==> config.mk <==
export PLATFORM = sky130hd
export DESIGN_NAME = mem_arbiter
export DESIGN_NICKNAME = d
export VERILOG_FILES = /design/src/rtl/mem_arbiter.sv
export SDC_FILE = /design/constraint.sdc
export NUM_CORES = 1
export LEC_CHECK = 0
export CAP_MARGIN = 0
export CORE_ASPECT_RATIO = 2
export CORE_MARGIN = 5
export CORE_UTILIZATION = 25
export DETAILED_ROUTE_END_ITERATION = 8
export PLACE_DENSITY = 0.84
export SLEW_MARGIN = 20
export SYNTH_ARGS = -nofsm -noshare
export SYNTH_HDL_FRONTEND = slang
export SYNTH_SLANG_ARGS = --single-unit
export TNS_END_PERCENT = 20
==> constraint.sdc <==
create_clock -name clk -period 1.77 [get_ports clk]
set_clock_uncertainty 0.05 [all_clocks]
set_input_delay 0.177 -clock clk [delete_from_list [all_inputs] [get_ports clk]]
set_output_delay 0.177 -clock clk [all_outputs]
set_load 0.05 [all_outputs]
==> src/rtl/mem_arbiter.sv <==
// Two-port arbiter sharing one synchronous data memory between the CPU and a DMA/debug port.
// Define MEM_ARB_RR_EN for round-robin tie breaking; otherwise the CPU always wins ties.
module mem_arbiter #(
  parameter int unsigned AW       = 8,
  parameter int unsigned DW       = 16,
  parameter int unsigned LOCK_MAX = 4
) (
  input  logic          clk,
  input  logic          rst,
  input  logic          cpu_req_in,
  input  logic          cpu_we_in,
  input  logic [AW-1:0] cpu_addr_in,
  input  logic [DW-1:0] cpu_wdata_in,
  output logic          cpu_ack_out,
  output logic [DW-1:0] cpu_rdata_out,
  input  logic          dma_req_in,
  input  logic          dma_we_in,
  input  logic [AW-1:0] dma_addr_in,
  input  logic [DW-1:0] dma_wdata_in,
  input  logic          dma_lock_in,
  output logic          dma_ack_out,
  output logic [DW-1:0] dma_rdata_out,
  output logic          mem_en_out,
  output logic          mem_we_out,
  output logic [AW-1:0] mem_addr_out,
  output logic [DW-1:0] mem_wdata_out,
  input  logic [DW-1:0] mem_rdata_in
);

  localparam int unsigned CW      = $clog2(LOCK_MAX + 1);
  localparam logic        OWN_CPU = 1'b0;
  localparam logic        OWN_DMA = 1'b1;

  typedef enum logic [1:0] {IDLE = 2'd0, ACC = 2'd1, RSP = 2'd2} state_t;

  state_t        state;
  logic          owner;
  logic          last;
  logic          acc_we;
  logic [CW-1:0] lock_cnt;

  logic lock_ovr;
  logic grant_dma;
  logic in_acc;
  logic in_rsp;

  // DMA keeps the bus while it asked for a lock, held the previous grant and has budget left.
  assign lock_ovr = dma_lock_in && (last == OWN_DMA) && (lock_cnt < CW'(LOCK_MAX));

  always_comb begin
    grant_dma = 1'b0;
    if (dma_req_in && !cpu_req_in) begin
      grant_dma = 1'b1;
    end else if (dma_req_in && cpu_req_in) begin
      if (lock_ovr) begin
        grant_dma = 1'b1;
      end
`ifdef MEM_ARB_RR_EN
      else begin
        grant_dma = (last == OWN_CPU);
      end
`endif
    end
  end

  always_ff @(posedge clk) begin
    if (rst) begin
      state    <= IDLE;
      owner    <= OWN_CPU;
      last     <= OWN_DMA;
      acc_we   <= 1'b0;
      lock_cnt <= '0;
    end else begin
      case (state)
        IDLE: begin
          if (cpu_req_in || dma_req_in) begin
            owner  <= grant_dma;
            last   <= grant_dma;
            acc_we <= grant_dma ? dma_we_in : cpu_we_in;
            state  <= ACC;
            // Only locked DMA grants taken over a waiting CPU consume the lock budget.
            if (grant_dma && cpu_req_in && dma_lock_in) begin
              if (lock_cnt < CW'(LOCK_MAX)) begin
                lock_cnt <= lock_cnt + CW'(1);
              end
            end else begin
              lock_cnt <= '0;
            end
          end
        end
        ACC:     state <= RSP;
        RSP:     state <= IDLE;
        default: state <= IDLE;
      endcase
    end
  end

  // Outputs decode the state directly so that reset blanks them in the same cycle.
  assign in_acc = !rst && (state == ACC);
  assign in_rsp = !rst && (state == RSP);

  assign mem_en_out    = in_acc;
  assign mem_we_out    = in_acc && ((owner == OWN_DMA) ? dma_we_in : cpu_we_in);
  assign mem_addr_out  = in_acc ? ((owner == OWN_DMA) ? dma_addr_in : cpu_addr_in) : '0;
  assign mem_wdata_out = in_acc ? ((owner == OWN_DMA) ? dma_wdata_in : cpu_wdata_in) : '0;

  assign cpu_ack_out   = in_rsp && (owner == OWN_CPU);
  assign dma_ack_out   = in_rsp && (owner == OWN_DMA);
  assign cpu_rdata_out = (cpu_ack_out && !acc_we) ? mem_rdata_in : '0;
  assign dma_rdata_out = (dma_ack_out && !acc_we) ? mem_rdata_in : '0;

endmodule

# Word-level counts from Yosys, hierarchy flattened
# Index checks and enable logic that the tools add are counted.
# Widths: inputs -> output; s select.
# op_classes
mul,0
order_cmp,1
shift,0
bitwise,1
add_sub_neg,1
n_reduce_logical,20
muxes,15
n_eq_ne,4
n_div,0
# ops
op,count
$mux 16,4
$mux 8,2
$logic_and 1x1->1,13
$mux 3,2
$mux 1,5
$pmux 2 s2,1
$add 3x1->3 const B,1
$logic_not 1->1,3
$lt 3x3->1 const B,1
$reduce_and 3->1,1
$eq 2x1->1 const B,1
$eq 2x2->1 const B,1
$logic_not 2->1,1
$mux 2,1
$ne 2x1->1 const B,1
$ne 2x2->1 const B,1
$reduce_and 2->1,1
$logic_or 1x1->1,1
$not 1->1,1
# word_totals
ramBits,0
latchBits,0
word_cells,47
mem_count,0
out_inout_bits,60
rom_bits,0
inputBits,71
regBits,8

# Longest topological paths before layout
# logic_depth
depth_word,9
mapped_depth,5
mapped_depth_nobuf,4

# Least setup slack after synthesis
# OpenSTA, ideal clock, no wires.
# synth_path
kind,register -> output
from,register state[0]
to,output mem_addr_out[4]
path_slack_ns,-0.224
t_required_ns,1.543
stages_incl_launch_ff,5
arrival_time_ns,1.767
path_buffers,2
path_cell_list,dfxtp_1 > or3b_1 > buf_6 > buf_6 > nor2_1
# synth_via
elab_chain_cells,3
# synth_rtl
item,line,text
from (decl),36,state_t state;
from (signal assigned),68,state <= IDLE;
from (signal assigned),80,state <= ACC;
from (signal assigned),91,ACC: state <= RSP;
$eq 2x1->1,99,assign in_acc = !rst && (state == ACC);
$logic_and 1x1->1,99,
$mux 8,104,assign mem_addr_out = in_acc ? ((owner == OWN_DMA) ? dma_addr_in : cpu_addr_in) : '0;
to (decl),25,"output logic [AW-1:0] mem_addr_out,"
# No other way between the ends.

# Worst setup path in the final report
# layout_path
from,register state[0]
to,output mem_wdata_out[3]
# layout_via
elab_chain_cells,3
# layout_rtl
item,line,text
$eq 2x1->1,99,
$logic_and 1x1->1,99,
$mux 16,105,assign mem_wdata_out = in_acc ? ((owner == OWN_DMA) ? dma_wdata_in : cpu_wdata_in) : '0;
to (decl),26,"output logic [DW-1:0] mem_wdata_out,"
# No other way between the ends.

==> results <==
- The nature of the critical path endpoint is an output pin.
- The number of buffers added to fix hold violations after cts is 0.
- The filler cells instantiated in the layout total ~200.
- Measured along the x axis, the die boundary spans between 50 and 60 µm.
- Entering global routing, the biggest net connects 25 pins.
- The critical path arrival is approximately 1600 ps.
- The remaining design rule violation count is 0.
- Detailed routing inserted a total of 1533 vias.
- The portion of the clock cycle consumed by the worst path in the final layout is 1.04.
- The number of antenna violations at the first check in global routing is 0.
- The kind of cell adding the most delay to the critical path is simple AND/OR/NAND/NOR gates.
- In the layout the commonest cells are clkdlybuf4s50_1, buf_12, and2_4, mux2i_1, nor2_2.
- Pin placement for this block handled 131 I/O pins.
- In the post-route analysis, the smallest setup slack over all paths is -64.5 ps.
- The number of buffer and inverter instances along the worst setup path is 2.
- The HPWL after detailed placement is around 5 mm.
- The area growth from synthesis to layout is 227%.
- After synthesis the cells add up to around 990 µm².
- IR analysis of the VDD net gives a maximum drop of between 700 and 800 µV.
- The first-pass iteration count of the detailed router is 4.
- Setup repair after global routing could not meet its margin everywhere.
- The routability-driven placement congestion ratio is about 0.8.
- Setup violations remaining at the end of the flow were counted as 39.
- The worst hold-check path type is reg -> reg.
- The initial utilization of the core area, before any placement, comes to 0.257.
- Once layout is complete, the cells apart from fillers number 320.
- Prior to clock tree synthesis, the placed netlist has a worst setup slack of -94.0 ps.
- Counting flops and latches in the post-synthesis netlist gives 8.
- The synthesized netlist net count is between 200 and 250.
- The count of synthesis-stage warnings from yosys is 0.
- The clock net in this run drives a total of 8 sinks.
- CTS placed an instance of clkbuf_8 at the clock tree root.
- Max-cap violations in this run came to 0.
- After detailed routing, the average wire length per cell comes to about 22 µm.
- The latest clock arrival within the worst-skew pair is 230 ps.
- The run finished, with violations left.
- At the pin with the least slew margin, the transition time is between 400 and 500 ps.
- The global-route wire length before repair is approximately 9 mm.
- The count of endpoints failing hold in the final timing report is 0.
- The startpoint-to-endpoint class of the critical path is reg -> out.
- The checks that failed: setup timing.
- The total instance count after detailed placement is 315.
- For this run, the top clock speed supported by timing is roughly 550 MHz.
- Yosys mapped the design onto 23 distinct sky130hd cell types.
- The global-route congestion overflow total is 0.
- The die span in y is around 99 µm.
- At the end of the flow the core is filled with cells to 0.840.
- The maximum fanout count along the critical path is 15.
- The residual antenna-violating net count after detailed routing is 0.
- The max-slew headroom at the worst pin is 0.687.
- After clock tree synthesis, the clock-pin slew on the worst setup and hold paths is approximately 40 ps.
- The delay of the slowest cell on the worst path is roughly 440 ps.
- The count of buffers added on input and output ports is 130.
- The synthesized instance count is 134.
- The data required time of the critical path is around 1500 ps.
- The number of pins exceeding their max-slew limit in the final report is 0.
- The number of design-rule violations left by the first detailed-router iteration is 25.
- The final layout contains routed wiring with a total length of approximately 7 mm.
- The smallest clock period supported by the final layout is computed as 1830 ps.
- After synthesis, the mean cell area works out to around 7.4 µm².
- For this run, the register share of the synthesized area comes to 0.162.
- In the global route stage, overall resource usage came out at 0.230.
- In this run the number of H-tree levels came out at 1.
- The library cell used most frequently in the layout, excluding fill and tap cells, is clkdlybuf4s50_1.
- The overall die area is 5380 µm².
- The core region is just under 4000 µm².
- TritonCTS built the clock tree.
- The number of antenna diodes in the final layout is 0.
- The placement row count is 32.
- Power spread over the standard cell area amounts to approximately 340 nW/µm².
- The via density per instance is approximately 4.8.
- The leakage power is around 1.2 nW.
- The signal on the critical path passes through or3b_4 > buf_8 > nor2_2 > buf_12.
- In the final design database the tool counted approximately 340 nets.
- The number of CTS-inserted buffers is 3.
- The via count of the first global-routing pass came to 1613.
- The number of buffers on the longest clock path is 2.
- The largest individual stage delay along the critical path comes from the cell or3b_4.
- In the final layout, the share of cells above drive strength 1 is 0.491.
- The kind of start point of the critical path is a register.
worst paths after layout:
path | from | endpoint | slack (ps) | cells after the start
max | state[0]$_SDFFE_PP0P_ | mem_wdata_out[3] | -60 | 4
min | last$_SDFFE_PP1P_ | last$_SDFFE_PP1P_ | 420 | 2
max reg2reg | lock_cnt[2]$_SDFFE_PP0P_ | acc_we$_SDFFE_PP0P_ | 490 | 4
min reg2reg | last$_SDFFE_PP1P_ | last$_SDFFE_PP1P_ | 420 | 2
cells in the mapped netlist:
cell,number,area (µm²)
buf_2,2,10.0
buf_1,1,3.75
a21oi_1,5,25.0
buf_4,1,7.51
mux2i_1,26,260
nand2b_1,1,6.26
dfxtp_1,8,160
nand3_1,1,5.00
and2_1,32,200
a21boi_0,1,7.51
nand2_1,7,26.3
o21a_1,1,7.51
buf_6,3,33.8
ha_1,1,12.5
o21ai_0,1,5.00
inv_1,2,7.51
nand3b_1,2,15.0
nor4_4,2,42.5
clkbuf_1,2,7.51
nor3_1,3,15.0
a211oi_1,1,7.51
or3b_1,1,8.76
nor2_1,30,113
flip-flops by register name, indices dropped and copies added (netlist names):
register / cells
owner: 1
last: 1
lock_cnt: 3
state: 2
acc_we: 1
repair_timing:
| action | in CTS | in global routing |
|---|---|---|
| buffers inserted | 0 | 0 |
| setup endpoints to repair | 57 | 56 |
| pin swaps | 1 | 1 |
| gates resized for setup | 55 | 22 |
| gates cloned | 1 | 1 |
per-stage QoR:
| stage | area, µm² | TNS [ps] | power [mW] | hold WS (ps) |
|---|---|---|---|---|
| floorplan | 987 | -4960 | 0.454 | 361 |
| global placement | 2960 | 0 | 0.780 | 393 |
| detailed placement | 2960 | -2500 | 0.797 | 398 |
| CTS | 3160 | -7.45 | 1.06 | 414 |
| global route | 3230 | -2230 | 1.13 | 428 |
| finish | 3230 | -999 | 1.09 | 420 |
report_power, final:
part	internal [mW]	leakage (nW)	switching, mW
logic	0.348	1.16	0.304
registers	0.193	0.0664	0.0176
clock network	0.148	0.0216	0.0742
worst reg2reg max path: stages (launching register included):
cell and delay (ps):
dfxtp_1 300, nand3b_1 160, a21boi_0 290, mux2i_1 130, a211oi_1 250
kinds of logic after synthesis:
kind of cell | Yosys count | share of synthesized area
simple gates | 79 | 0.437
mux | 26 | 0.264
buf+inv | 11 | 0.0710
compound gates | 9 | 0.0532
flops | 8 | 0.162
fa+ha+maj | 1 | 0.0127
layer usage:
layer  GRT usage  vias to the layer above  wire length (µm)
met2       0.452                       79              4080
met3      0.0635                       16               601
met4      0.0633                        0               208
met5           0                        -                 0
li1            -                      720                 -
met1       0.209                      718              2060
final cells by class:
type                    instances  area (µm²)  area share
repair buffers                141        2020       0.625
multi-input cells             115         937       0.290
flip-flops and latches          8         163      0.0504
well taps                      51        63.8      0.0198
clock buffers                   3        41.3      0.0128
inverters                       2        7.51     0.00232
No activity file was read; power rests on OpenSTA's default activity.
